## config.mk

```make
export PLATFORM = sky130hd
export DESIGN_NAME = mem_loader
export DESIGN_NICKNAME = d
export VERILOG_FILES = /design/src/rtl/mem_loader.sv
export SDC_FILE = /design/constraint.sdc
export NUM_CORES = 1
export LEC_CHECK = 0
export BUFFER_PORTS_ARGS = -buffer_cell sky130_fd_sc_hd__buf_4
export CAP_MARGIN = 20
export CORE_MARGIN = 3
export CORE_UTILIZATION = 40
export CTS_BUF_LIST = sky130_fd_sc_hd__clkbuf_4 sky130_fd_sc_hd__clkbuf_8 sky130_fd_sc_hd__clkbuf_16
export DETAILED_ROUTE_END_ITERATION = 10
export GPL_TIMING_DRIVEN = 0
export PLACE_DENSITY = 0.6
export SLEW_MARGIN = 30
export SYNTH_ARGS = -nofsm -noshare
export SYNTH_HDL_FRONTEND = slang
export SYNTH_SLANG_ARGS = --single-unit
export TNS_END_PERCENT = 20
```

## constraint.sdc

```tcl
create_clock -name clk -period 3.3 [get_ports clk]
set_clock_uncertainty 0.1 [all_clocks]
set_input_delay 0.495 -clock clk [delete_from_list [all_inputs] [get_ports clk]]
set_output_delay 0.495 -clock clk [all_outputs]
set_load 0.01 [all_outputs]
```

## src/rtl/mem_loader.sv

```systemverilog
`default_nettype none
// ============================================================================
// mem_loader : streams a program into code memory, pads it with 0x00 and
// clears the data tape. Optional macro BF_FILTER_EN.           Rev 1.0
// ============================================================================
module mem_loader #(
  parameter int CODE_BASE  = 0,
  parameter int CODE_DEPTH = 256,
  parameter int DATA_BASE  = 256,
  parameter int DATA_DEPTH = 256,
  parameter int ADDR_W     = 16
) (
  input  logic              clk,
  input  logic              rst,
  input  logic              start,
  input  logic              in_valid,
  input  logic [7:0]        in_data,
  input  logic              in_last,
  output logic              in_ready,
  output logic              writeEnable,
  output logic [ADDR_W-1:0] writeaddr,
  output logic [7:0]        writeData,
  output logic              busy,
  output logic              done,
  output logic [ADDR_W-1:0] code_len,
  output logic              overflow
);

  localparam int IDX_W = ADDR_W + 1;
  localparam logic [IDX_W-1:0]  C_CODE_END  = IDX_W'(CODE_DEPTH);
  localparam logic [IDX_W-1:0]  C_CODE_LAST = IDX_W'(CODE_DEPTH - 1);
  localparam logic [IDX_W-1:0]  C_DATA_LAST = IDX_W'(DATA_DEPTH - 1);
  localparam logic [ADDR_W-1:0] C_CODE_ADDR = ADDR_W'(CODE_BASE);
  localparam logic [ADDR_W-1:0] C_DATA_ADDR = ADDR_W'(DATA_BASE);

  typedef enum logic [2:0] {
    S_IDLE   = 3'd0,
    S_CLEAR  = 3'd1,
    S_LOAD   = 3'd2,
    S_PAD    = 3'd3,
    S_FINISH = 3'd4
  } state_t;

  state_t            state_q, state_d;
  logic [IDX_W-1:0]  idx_q, idx_d;
  logic              we_q, we_d;
  logic [ADDR_W-1:0] waddr_q, waddr_d;
  logic [7:0]        wdata_q, wdata_d;
  logic [ADDR_W-1:0] code_len_q, code_len_d;
  logic              ovf_q, ovf_d;
  logic              busy_q, busy_d;
  logic              done_q, done_d;

  logic              keep;
  logic              room;
  logic [IDX_W-1:0]  idx_after;

  always_comb begin
`ifdef BF_FILTER_EN
    case (in_data)
      8'h2B, 8'h2D, 8'h3C, 8'h3E, 8'h5B, 8'h5D, 8'h2E, 8'h2C: keep = 1'b1;
      default:                                                 keep = 1'b0;
    endcase
`else
    keep = 1'b1;
`endif
  end

  assign room      = (idx_q < C_CODE_END);
  assign idx_after = (keep && room) ? idx_q + 1'b1 : idx_q;
  assign in_ready  = (state_q == S_LOAD);

  always_comb begin
    state_d    = state_q;
    idx_d      = idx_q;
    we_d       = 1'b0;
    waddr_d    = waddr_q;
    wdata_d    = wdata_q;
    code_len_d = code_len_q;
    ovf_d      = ovf_q;

    case (state_q)
      S_IDLE: begin
        if (start) begin
          state_d    = S_CLEAR;
          idx_d      = '0;
          code_len_d = '0;
          ovf_d      = 1'b0;
        end
      end
      S_CLEAR: begin
        we_d    = 1'b1;
        waddr_d = C_DATA_ADDR + idx_q[ADDR_W-1:0];
        wdata_d = 8'h00;
        if (idx_q == C_DATA_LAST) begin
          idx_d   = '0;
          state_d = S_LOAD;
        end else begin
          idx_d = idx_q + 1'b1;
        end
      end
      S_LOAD: begin
        if (in_valid) begin
          if (keep && room) begin
            we_d       = 1'b1;
            waddr_d    = C_CODE_ADDR + idx_q[ADDR_W-1:0];
            wdata_d    = in_data;
            code_len_d = code_len_q + 1'b1;
          end else if (keep) begin
            // Full code region: the rest of the stream is drained unwritten.
            ovf_d = 1'b1;
          end
          idx_d = idx_after;
          if (in_last) begin
            state_d = (idx_after < C_CODE_END) ? S_PAD : S_FINISH;
          end
        end
      end
      S_PAD: begin
        we_d    = 1'b1;
        waddr_d = C_CODE_ADDR + idx_q[ADDR_W-1:0];
        wdata_d = 8'h00;
        idx_d   = idx_q + 1'b1;
        if (idx_q == C_CODE_LAST) begin
          state_d = S_FINISH;
        end
      end
      S_FINISH: begin
        state_d = S_IDLE;
      end
      default: begin
        state_d = S_IDLE;
      end
    endcase

    busy_d = (state_d != S_IDLE);
    done_d = (state_d == S_FINISH);
  end

  always_ff @(posedge clk) begin
    if (rst) begin
      state_q    <= S_IDLE;
      idx_q      <= '0;
      we_q       <= 1'b0;
      waddr_q    <= '0;
      wdata_q    <= 8'h00;
      code_len_q <= '0;
      ovf_q      <= 1'b0;
      busy_q     <= 1'b0;
      done_q     <= 1'b0;
    end else begin
      state_q    <= state_d;
      idx_q      <= idx_d;
      we_q       <= we_d;
      waddr_q    <= waddr_d;
      wdata_q    <= wdata_d;
      code_len_q <= code_len_d;
      ovf_q      <= ovf_d;
      busy_q     <= busy_d;
      done_q     <= done_d;
    end
  end

  assign writeEnable = we_q;
  assign writeaddr   = waddr_q;
  assign writeData   = wdata_q;
  assign code_len    = code_len_q;
  assign overflow    = ovf_q;
  assign busy        = busy_q;
  assign done        = done_q;

endmodule
`default_nettype wire
```

==> key figures <==
STA
  – Slew HR: 0.5339
  – Setup violators final: 0
  – Setup_tns: 0 ps
  – Max-slew violation count: 0
  – Final period util: 0.8952
  – Slew @ Worst Pin: ~700 ps
  – Final hold violation count: 0
  – Hold_ws: between 300 and 400 ps
  – RSZ-0062 raised after global routing: false
  – Achievable Freq: approximately 340 MHz
  – Tmin final: a little under 3000 ps

Yosys
  – Largest cells by area after synthesis: dfxtp_1 42%, a21oi_1 6.7%, nand2_1 6.1%
  – Post-synthesis sequential area ratio: 0.4178
  – Cells after Synth: ~380
  – Synth cell count leaders: 64 x dfxtp_1, 50 x nand2_1, 41 x a21oi_1
  – Synth Flop Type: dfxtp_1
  – YS warnings: 0
  – Cell accounting for the most synthesized area: dfxtp_1
  – Synth async-reset ratio: 0
  – Share of the synthesized area in the top cell type: 0.4178
  – Synth Register Bits: 64
  – Synth Cell Area: about 3100 sq um
  – Syn_area_per_cell: ~8.1 sq um
  – Syn_nets: just under 400
  – Post-synth EDFFs: 0
  – Most common cell in the netlist: dfxtp_1
  – Post-synthesis cell type count: between 50 and 60

Worst setup path
  – Buf/Inv on CP: 2
  – Worst EP required: ~3400 ps
  – Worst-path fanout max: 10
  – Worst path cell trace: inv_1 -> ha_1 -> or4b_2 -> nor4_1 -> nand2_1 -> o31ai_1 -> buf_2 -> nor2_1
  – Max incr delay on CP: 570 ps
  – Crit Path Class: reg -> reg
  – Setup crit end kind: flip-flop
  – Worst path arrival time: 3090 ps
  – Type of origin of the critical path: flip-flop
  – Cell class contributing the biggest share of worst-path delay: simple AND/OR/NAND/NOR gates
  – Critical-path top delay cell: or4b_2

Die
  – Initial Utilization: 0.4183
  – I/O pin total: 58
  – FP Rows: 31
  – Die X-Extent: about 94 um
  – Core area: about 7300 sq um
  – Die extent in y: about 94 um
  – Die footprint: about 8800 sq um

CTS
  – Clk buf depth: 2
  – Clock transition at path regs: 80 ps
  – Clock H-tree levels: 3
  – CTS Buf Count: 9
  – Skew-Pair Late Insertion Delay: about 350 ps
  – Post_cts resized: 0
  – Post-CTS setup buffer count: 0
  – Hold buffer count at cts: 0
  – Clk root buf: clkbuf_8
  – TritonCTS sink count: 64
  – CTS tree: done

Finish
  – # nets final: 463
  – Number of diodes: 0
  – Area growth, synth to finish: 26.11%
  – Total of fill cells in the finished design: 722
  – Fin area: around 3900 sq um
  – Fraction of final layout cells with drive strength greater than 1: 0.1973

Detailed routing
  – Drt pass-1 iters: 4
  – Detailed Route Iter0 Violations: ~120
  – # DRC: 0
  – Total number of vias: slightly below 3,000
  – WL per Instance: approximately 15 um
  – Vias per inst: around 5.4
  – Post-route ant nets: 0
  – Final WL: between 8 and 9 mm

Placement
  – Placed wire-length estimate: between 5 and 6 mm
  – Placed cell area: roughly 3600 sq um
  – PortBufs: 57
  – RD Place Congestion: about 0.86

GRT
  – First-pass GRT wire length: 12.94 mm
  – Total GRT Usage: 0.1888
  – Pin count of the biggest net entering global routing: 14
  – Number of global-route vias before repair: 2,595
  – Initial antenna violation count: 0
  – Grt ovf: 0

Hold path
  – Hold Crit Class: in -> reg

Power and ir drop
  – Leakage: ~1.5 nW
  – Max VDD drop: approximately 0.22 mV
  – Power per standard cell area: ~470 nW/um^2

Run status
  – Status: complete, no violations

Flow run
  – Max-Cap Viols: 0
[layout make-up]
class                   instances  area (sq um)  share of cell area
multi-input cells             285          1662              0.4296
well taps                      99         123.9             0.03203
repair buffers                 57         427.9              0.1106
clock inverters                 7         125.1             0.03235
inverters                       8         30.03            0.007764
flip-flops and latches         64          1281              0.3313
clock buffers                   9         123.9             0.03203
plain buffers                  21         93.84             0.02426
[layout by cell type, fill, tap and decap left out, drive strengths merged, types with 4 or more instances in the layout]
cell type,Yosys,layout
or3,6,6
inv,8,11
a21oi,41,41
nor3,7,7
nand2b,5,5
nor4,5,5
xor2,10,10
o21ai,13,13
xnor2,7,7
nor2,32,32
nand2,50,50
nand4,10,10
ha,4,4
dfxtp,64,64
o31ai,8,8
a211oi,10,10
nand3,29,29
buf,8,65
or4,6,6
and3,12,12
clkbuf,13,22
[kinds of logic after synthesis]
logic type,count (synthesis),share of synthesized area
flops,64,0.4178
buf+inv,29,0.04039
xor+xnor,17,0.04855
compound gates,90,0.1877
simple gates,173,0.2860
mux,1,0.003264
fa+ha+maj,4,0.01632
[sequential cells by signal (all words and copies together) (netlist names)]
signal	cells
idx_q	17
code_len	16
writeaddr	16
writeData	8
state_q	3
busy	1
done	1
overflow	1
writeEnable	1
[final timing paths]
kind                                                  end  cells past startpoint  slack [ps]                       from
worst max-delay path                idx_q[2]$_SDFFE_PP0P_                      8         350      idx_q[8]$_SDFFE_PP0P_
worst min-delay path            writeData[4]$_SDFFE_PP0P_                      3         300                 in_data[4]
worst max register to register      idx_q[2]$_SDFFE_PP0P_                      8         350      idx_q[8]$_SDFFE_PP0P_
worst min register to register  writeData[4]$_SDFFE_PP0P_                      2         350  writeData[4]$_SDFFE_PP0P_
[worst min-delay path, delay by kind of cell]
kind,cells,cell delay (ps)
AND/OR/NAND/NOR,1,50
buffers and inverters,1,110
AO/OA/AOI/OAI,1,60
[through the flow]
stage / total power, mW / util / setup slack, ps / std cells
final: 1.807 / 0.5276 / 346.0 / 550
after detailed placement: 0.9733 / 0.4936 / 396.8 / 534
after global placement: 0.9723 / 0.4936 / 410.5 / 534
after CTS: 1.823 / 0.5276 / 376.6 / 550
after floorplan: 0.9054 / - / 915.8 / 378
after global routing: 1.882 / 0.5276 / 92.19 / 550
[where the power goes]
part,switching [mW],total [mW],leakage [nW],internal [mW]
clock network,0.342,0.853,0.125,0.511
logic,0.0939,0.152,0.835,0.0582
registers,0.0113,0.802,0.519,0.791
[per-layer routing]
| metal | global-route usage | wire (um) | part of all wire |
|---|---|---|---|
| met1 | 0.2671 | 3960 | 0.49 |
| met2 | 0.2787 | 3524 | 0.44 |
| met5 | 0 | 0 | 0 |
| met3 | 0.03459 | 411 | 0.051 |
| met4 | 0.08424 | 127 | 0.016 |
Power figures use the tool's default switching activity.
